==> src/rtl/vga_fb_pkg.sv <==
// vga_fb_pkg: frame-buffer geometry and the port IDs used by the scan arbiter.
//   FB_W x FB_H grayscale pixels of PIX_W bits, addressed linearly with ADDR_W bits.
//   port_e identifies which request port owns an outstanding read.
package vga_fb_pkg;
    localparam int FB_W     = 320;
    localparam int FB_H     = 240;
    localparam int PIX_W    = 8;
    localparam int ADDR_W   = 17;
    localparam int FB_WORDS = FB_W * FB_H;

    typedef enum logic {
        PORT_A = 1'b0,
        PORT_B = 1'b1
    } port_e;
endpackage

==> src/rtl/fb_rr_arb2.sv <==
// fb_rr_arb2: two-way round-robin arbiter with a blocking input.
//   clk, reset  : clock, synchronous active-high reset
//   req[1:0]    : request from port A (bit 0) and port B (bit 1)
//   block       : suppresses all grants this cycle (scan-out slot or reset)
//   gnt[1:0]    : one-hot grant, A in bit 0
//   last_grant  : port that won the most recent grant; resets to PORT_B so A wins the first tie
module fb_rr_arb2
    import vga_fb_pkg::*;
(
    input  logic       clk,
    input  logic       reset,
    input  logic [1:0] req,
    input  logic       block,
    output logic [1:0] gnt,
    output port_e      last_grant
);
    port_e last_q, last_d;

    // A tie goes to the port that did not win last time; a lone request always wins.
    assign gnt[0] = ~block & req[0] & (~req[1] | (last_q == PORT_B));
    assign gnt[1] = ~block & req[1] & (~req[0] | (last_q == PORT_A));

    assign last_d     = gnt[0] ? PORT_A : gnt[1] ? PORT_B : last_q;
    assign last_grant = last_q;

    always_ff @(posedge clk) begin
        if (reset) begin
            last_q <= PORT_B;
        end else begin
            last_q <= last_d;
        end
    end
endmodule

==> src/rtl/fb_scan_arbiter.sv <==
// fb_scan_arbiter: shares the single frame-buffer BRAM port between VGA scan-out and two request ports.
//   clk, reset              : 100 MHz clock, synchronous active-high reset
//   p_tick, video_on, x, y  : pixel tick, active-video flag and raster counters from vga_sync
//   a_* / b_*               : valid/ready request ports (we, addr, wdata) and read-response pulses
//   rsp_rdata               : read data shared by both ports (at most one response per cycle)
//   mem_*                   : BRAM port; mem_rdata arrives one cycle after mem_en
//   pix_data                : scan-out pixel, updated two cycles after the fetch slot
module fb_scan_arbiter
    import vga_fb_pkg::*;
#(
    parameter int FB_W   = vga_fb_pkg::FB_W,
    parameter int FB_H   = vga_fb_pkg::FB_H,
    parameter int PIX_W  = vga_fb_pkg::PIX_W,
    parameter int ADDR_W = vga_fb_pkg::ADDR_W
) (
    input  logic              clk,
    input  logic              reset,
    input  logic              p_tick,
    input  logic              video_on,
    input  logic [9:0]        x,
    input  logic [9:0]        y,
    input  logic              a_valid,
    input  logic              b_valid,
    output logic              a_ready,
    output logic              b_ready,
    input  logic              a_we,
    input  logic              b_we,
    input  logic [ADDR_W-1:0] a_addr,
    input  logic [ADDR_W-1:0] b_addr,
    input  logic [PIX_W-1:0]  a_wdata,
    input  logic [PIX_W-1:0]  b_wdata,
    output logic              a_rsp_valid,
    output logic              b_rsp_valid,
    output logic [PIX_W-1:0]  rsp_rdata,
    output logic              mem_en,
    output logic              mem_we,
    output logic [ADDR_W-1:0] mem_addr,
    output logic [PIX_W-1:0]  mem_wdata,
    input  logic [PIX_W-1:0]  mem_rdata,
    output logic [PIX_W-1:0]  pix_data
);
    localparam int WORDS = FB_W * FB_H;

    logic              p_tick_q, disp_q, blank_q;
    logic              disp_slot, blk, scan, grant, req_we, in_range;
    logic [1:0]        gnt;
    port_e             last_grant;
    logic [ADDR_W-1:0] x_half, y_half, scan_addr, req_addr;
    logic [PIX_W-1:0]  req_wdata;
    logic              rd_vld_q, rd_vld_d, rd_ok_q, rd_ok_d;
    port_e             rd_port_q, rd_port_d;
    logic              a_rsp_q, a_rsp_d, b_rsp_q, b_rsp_d;
    logic [PIX_W-1:0]  rsp_q, rsp_d, pix_q, pix_d;

    // The fetch slot is the cycle after the pixel tick, so it sits at a fixed phase of every pixel period.
    assign disp_slot = p_tick_q & video_on;
    assign blk       = disp_slot | reset;
    assign scan      = disp_slot & ~reset;

    fb_rr_arb2 u_arb (
        .clk        (clk),
        .reset      (reset),
        .req        ({b_valid, a_valid}),
        .block      (blk),
        .gnt        (gnt),
        .last_grant (last_grant)
    );

    // Ready looks only at the other port's valid, so no port sees its own valid reflected in its ready.
    assign a_ready = ~blk & (~b_valid | (last_grant == PORT_B));
    assign b_ready = ~blk & (~a_valid | (last_grant == PORT_A));

    // (y/2)*320 + x/2 using shifts: 320 = 256 + 64.
    assign x_half    = ADDR_W'(x >> 1);
    assign y_half    = ADDR_W'(y >> 1);
    assign scan_addr = (y_half << 8) + (y_half << 6) + x_half;

    assign grant     = |gnt;
    assign req_addr  = gnt[1] ? b_addr : a_addr;
    assign req_we    = gnt[1] ? b_we : a_we;
    assign req_wdata = gnt[1] ? b_wdata : a_wdata;
    assign in_range  = req_addr < ADDR_W'(WORDS);

    // Out-of-range requests are accepted but never touch the BRAM.
    assign mem_en    = scan | (grant & in_range);
    assign mem_we    = grant & req_we & in_range;
    assign mem_addr  = scan ? scan_addr : grant ? req_addr : '0;
    assign mem_wdata = mem_we ? req_wdata : '0;

    // Tag each accepted read so its data, one cycle later, is steered to the right port.
    assign rd_vld_d  = grant & ~req_we;
    assign rd_port_d = gnt[1] ? PORT_B : PORT_A;
    assign rd_ok_d   = in_range;

    assign a_rsp_d = rd_vld_q & (rd_port_q == PORT_A);
    assign b_rsp_d = rd_vld_q & (rd_port_q == PORT_B);
    assign rsp_d   = (rd_vld_q & rd_ok_q) ? mem_rdata : '0;

    // A slot fetched during blanking blanks the pixel; otherwise it holds between fetches.
    assign pix_d = disp_q ? mem_rdata : blank_q ? '0 : pix_q;

    always_ff @(posedge clk) begin
        if (reset) begin
            p_tick_q  <= 1'b0;
            disp_q    <= 1'b0;
            blank_q   <= 1'b0;
            rd_vld_q  <= 1'b0;
            rd_ok_q   <= 1'b0;
            rd_port_q <= PORT_A;
            a_rsp_q   <= 1'b0;
            b_rsp_q   <= 1'b0;
            rsp_q     <= '0;
            pix_q     <= '0;
        end else begin
            p_tick_q  <= p_tick;
            disp_q    <= disp_slot;
            blank_q   <= p_tick_q & ~video_on;
            rd_vld_q  <= rd_vld_d;
            rd_ok_q   <= rd_ok_d;
            rd_port_q <= rd_port_d;
            a_rsp_q   <= a_rsp_d;
            b_rsp_q   <= b_rsp_d;
            rsp_q     <= rsp_d;
            pix_q     <= pix_d;
        end
    end

    assign a_rsp_valid = a_rsp_q;
    assign b_rsp_valid = b_rsp_q;
    assign rsp_rdata   = rsp_q;
    assign pix_data    = pix_q;
endmodule
==> config.mk <==
export PLATFORM = sky130hd
export DESIGN_NAME = fb_scan_arbiter
export DESIGN_NICKNAME = d
export VERILOG_FILES = /design/src/rtl/vga_fb_pkg.sv /design/src/rtl/fb_rr_arb2.sv /design/src/rtl/fb_scan_arbiter.sv
export SDC_FILE = /design/constraint.sdc
export NUM_CORES = 1
export LEC_CHECK = 0
export CAP_MARGIN = 10
export CORE_MARGIN = 4
export CORE_UTILIZATION = 25
export DETAILED_ROUTE_END_ITERATION = 6
export GPL_TIMING_DRIVEN = 1
export PLACE_DENSITY = 0.66
export SETUP_SLACK_MARGIN = 0.4
export SYNTH_ARGS = -nofsm -noshare
export SYNTH_HDL_FRONTEND = slang
export SYNTH_SLANG_ARGS = --single-unit
==> constraint.sdc <==
create_clock -name clk -period 3.9 [get_ports clk]
set_clock_uncertainty 0.2 [all_clocks]
set_input_delay 0.78 -clock clk [delete_from_list [all_inputs] [get_ports clk]]
set_output_delay 0.78 -clock clk [all_outputs]
set_load 0.1 [all_outputs]
==> key figures <==
Status
  – Outcome: complete, but fails checks
  – Violated checks: negative setup slack

Synth
  – Leading post-synthesis cells by cell area: dfxtp_1, ha_1, a21oi_1, nand2_1, a22oi_1
  – Top post-synthesis cells by count: dfxtp_1, a21oi_1, nand2_1
  – Synth top area share: 26.4%
  – Top FF cell, synth: dfxtp_1
  – Yosys reg bits: 25
  – Seq/Total Area, Yosys: between 20% and 30%
  – Mapped Area: approximately 1900 sq um
  – Post-synth EDFFs: 0
  – Syn_area_per_cell: 7.96 sq um
  – Post-Synthesis Cells: approximately 240
  – Synth async-reset ratio: 0%
  – Net Count, Synth: approximately 340
  – Unique masters post-synth: 47
  – Ys Warns: 0
  – Synth area leader: dfxtp_1
  – Most frequent cell after synthesis: dfxtp_1

STA
  – # setup viols final: 6
  – RSZ-0062 raised after global routing: yes
  – Final Critical Period: a little over 4 ns
  – Hold Slack: roughly 0.21 ns
  – Headroom to the max-slew limit: around a third
  – Worst setup margin: -0.216 ns
  – Fmax: ~0.24 GHz
  – Final hold vios: 0
  – Final TNS setup: -1.05 ns
  – Final count of pins violating max slew: 0
  – Final period utilization: 106%
  – Worst-margin pin slew: ~0.98 ns

Worst setup path
  – CP dominant cell by count: buf_4
  – Worst Path Arrival: 3.14 ns
  – CP max FO: 2
  – CP Cell Sequence: buf_8 -> inv_8 -> fa_1 -> buf_4 -> fa_2 -> nor2b_4 -> o31a_1 -> buf_4 -> o21a_1 -> nor3_2 -> buf_4 -> o32ai_4 -> buf_12
  – Startpoint types: input pin
  – Critical Path RT: between 2 and 3 ns
  – Worst r2r src: u_arb.last_grant$_SDFFE_PP1P_
  – Largest stage delay, worst path: slightly below 0.5 ns
  – Worst Path Buf+Inv: 6
  – R2R Setup Slk: roughly 2.3 ns
  – Reg-to-Reg End: rd_vld_q$_SDFF_PP0_
  – Crit path max-delay family: adder cells
  – Crit. End Element: output port
  – Slowest stage cell, crit path: fa_1
  – Reg2Reg Depth: 5
  – Crit path kind: in -> out

Global route
  – Number of global-route vias before repair: ~2.5k
  – GRT Max-Usage Layer: met2
  – Met3 Use GR: 2.37%
  – First-pass GRT wire length: between 10000 and 15000 um
  – Largest net degree at the start of global routing: 17
  – Antenna violations before repair: 0
  – All-Layer GR Usage: around 16%
  – Met1 usage: about a fifth
  – Remaining global-route overflow: 0
  – GR Util met2: between 30 and 40%

Cells and area
  – Share of cells above drive strength 1: around 34%
  – Core Util, Final: approximately 60%
  – Nets@finish: 510
  – Area delta synth->final: 132%
  – Filler cell count: between 600 and 700
  – Final instance area: roughly 4400 sq um
  – Diode count: 0

Floorplanning
  – # IOs: about 130
  – Row cnt: 31
  – Chip Width: 95.0 um
  – Initial Util: between 20 and 30%
  – Die ar.: around 9000 sq um
  – Core ar.: roughly 7300 sq um
  – Die Y: about 95 um

Power and ir drop
  – Worst VDD drop: ~0.14 mV
  – Leak: 1.82 nW
  – Seq pwr share: around a quarter
  – Switching share of power: 41.4%
  – Clock share of power: 13.2%
  – Total power: approximately 1.1 mW
  – Psw: around 0.46 mW
  – Pint: around 0.66 mW
  – Comb pwr share: between 60 and 70%
  – PwrDens: 255 nW/um^2

Placement
  – Port Buffer Count: 130
  – DP HPWL: just over 6000 um
  – GPL Wtd Cong: ~0.8
  – Dpl cell area: 3940 sq um

Route
  – Drt initial violations: roughly 60
  – Post-DRT Antenna Nets: 0
  – Drt drc: 0
  – Final wirelength: 7750 um
  – DR WL/cell: around 15 um
  – Vias: roughly 2.4k
  – Drt pass-1 iters: 6
  – Via-to-Cell Ratio: approximately 4.8

Worst hold path
  – Min-delay src: rd_port_q$_SDFF_PP0_
  – Hold Path Depth: 1
  – Worst hold path class: reg -> reg
  – Hold endpoint: a_rsp_valid$_SDFF_PP0_

CTS
  – CTS Buf Count: 3
  – CTS H-tree lvls: 1
  – Clock Tree Root: clkbuf_8
  – CTS sink count: 25
  – Clock-pin slew on the worst setup and hold paths: about 0.080 ns
  – Clk buf depth: 2
  – CTS tree: built
  – Latest clock arrival within the worst-skew pair: about 0.26 ns

Job
  – Maxcap violations: 0
[through the flow]
stage	setup slack, ns	instances
global placement	-0.636	482
detailed placement	-0.695	482
finish	-0.216	503
CTS	-0.220	496
global route	-0.326	503
floorplan	-0.287	238
[power by group through the flow]
stage	clock, mW	combinational, mW	sequential, mW
detailed placement	0	0.624	0.273
floorplan	0	0.334	0.293
global route	0.162	0.743	0.268
global placement	0	0.619	0.273
finish	0.148	0.706	0.267
CTS	0.152	0.673	0.267
[flip-flops by register name, summed over array words and instances (netlist names)]
name and cells:
p_tick_q 1, rd_port_q 1, blank_q 1, rd_ok_q 1, rsp_rdata 8, u_arb.last_grant 1
pix_data 8, b_rsp_valid 1, rd_vld_q 1, a_rsp_valid 1, disp_q 1
[cells in the final DEF, fill, tap and decap left out, types with 4 or more instances in the layout]
master and instances:
buf_4 38, buf_12 30, o21ai_2 4, mux2i_1 5, ha_1 8, nor2_1 11, and2_1 8, dlymetal6s2s_1 8
a21oi_1 11, inv_1 6, nand2_1 23, nand3_1 15, nor2b_1 7, a21oi_2 6, ha_4 8, a21oi_4 8
dfxtp_1 25, o21a_1 4, dlygate4sd2_1 5, nor3b_1 11, buf_6 5, a22oi_1 10, clkdlybuf4s50_1 83
[worst reg2reg max path, delay by kind of cell, from the launching register on]
kind / cells / cell delay, ns
and+or+nand+nor: 3 / 0.41
muxes: 1 / 0.36
DFF: 1 / 0.39
buffers and inverters: 1 / 0.18
[worst max-delay path by stage]
stage | slack (ns) | startpoint | cells past startpoint | end
floorplan | -0.29 | y[1] | 8 | mem_addr[15]
global placement | -0.64 | y[1] | 11 | mem_addr[15]
detailed placement | -0.70 | y[1] | 11 | mem_addr[15]
CTS | -0.22 | y[1] | 11 | mem_addr[15]
global route | -0.33 | y[1] | 13 | mem_addr[13]
finish | -0.22 | y[1] | 13 | mem_addr[13]
[cells by family (layout without fill, tap and decap cells)]
| logic type | count (synthesis) | in the layout | share of synthesized area (%) |
|---|---|---|---|
| xor gates and xnor gates | 2 | 2 | 0.925 |
| and+or+nand+nor | 92 | 92 | 26.6 |
| AOI/OAI and AO/OA | 69 | 69 | 24.2 |
| adders and majority gates | 19 | 19 | 13.3 |
| DFF | 25 | 25 | 26.4 |
| muxes | 6 | 6 | 3.24 |
| buffers and inverters | 25 | 191 | 5.35 |
[layout make-up]
class / instances / area, sq um / share of cell area (%)
timing repair buffer: 175 / 1980 / 45.1
multi-input combinational: 188 / 1690 / 38.4
sequential: 25 / 500 / 11.4
tap: 99 / 124 / 2.82
inverter: 12 / 57.6 / 1.31
clock buffer: 4 / 45.0 / 1.02
[layer usage]
metal  up-vias  routed length [um]  share of wire (%)
li1       1193                   -                  -
met1      1108                3020                 39
met2        78                4130                 53
met3        13                 486                6.3
met4         0                 122                1.6
met5         -                   0                  0
[repair_timing]
| action | 4_1_cts | 5_1_grt |
|---|---|---|
| resized for setup | 51 | 24 |
| pin swaps | 19 | 15 |
| hold endpoints to repair | 0 | 0 |
| setup endpoints to repair | 27 | 27 |
| buffers inserted | 10 | 6 |
| cloned | 0 | 1 |
| hold buffers | 0 | 0 |
Power figures use the tool's default switching activity.
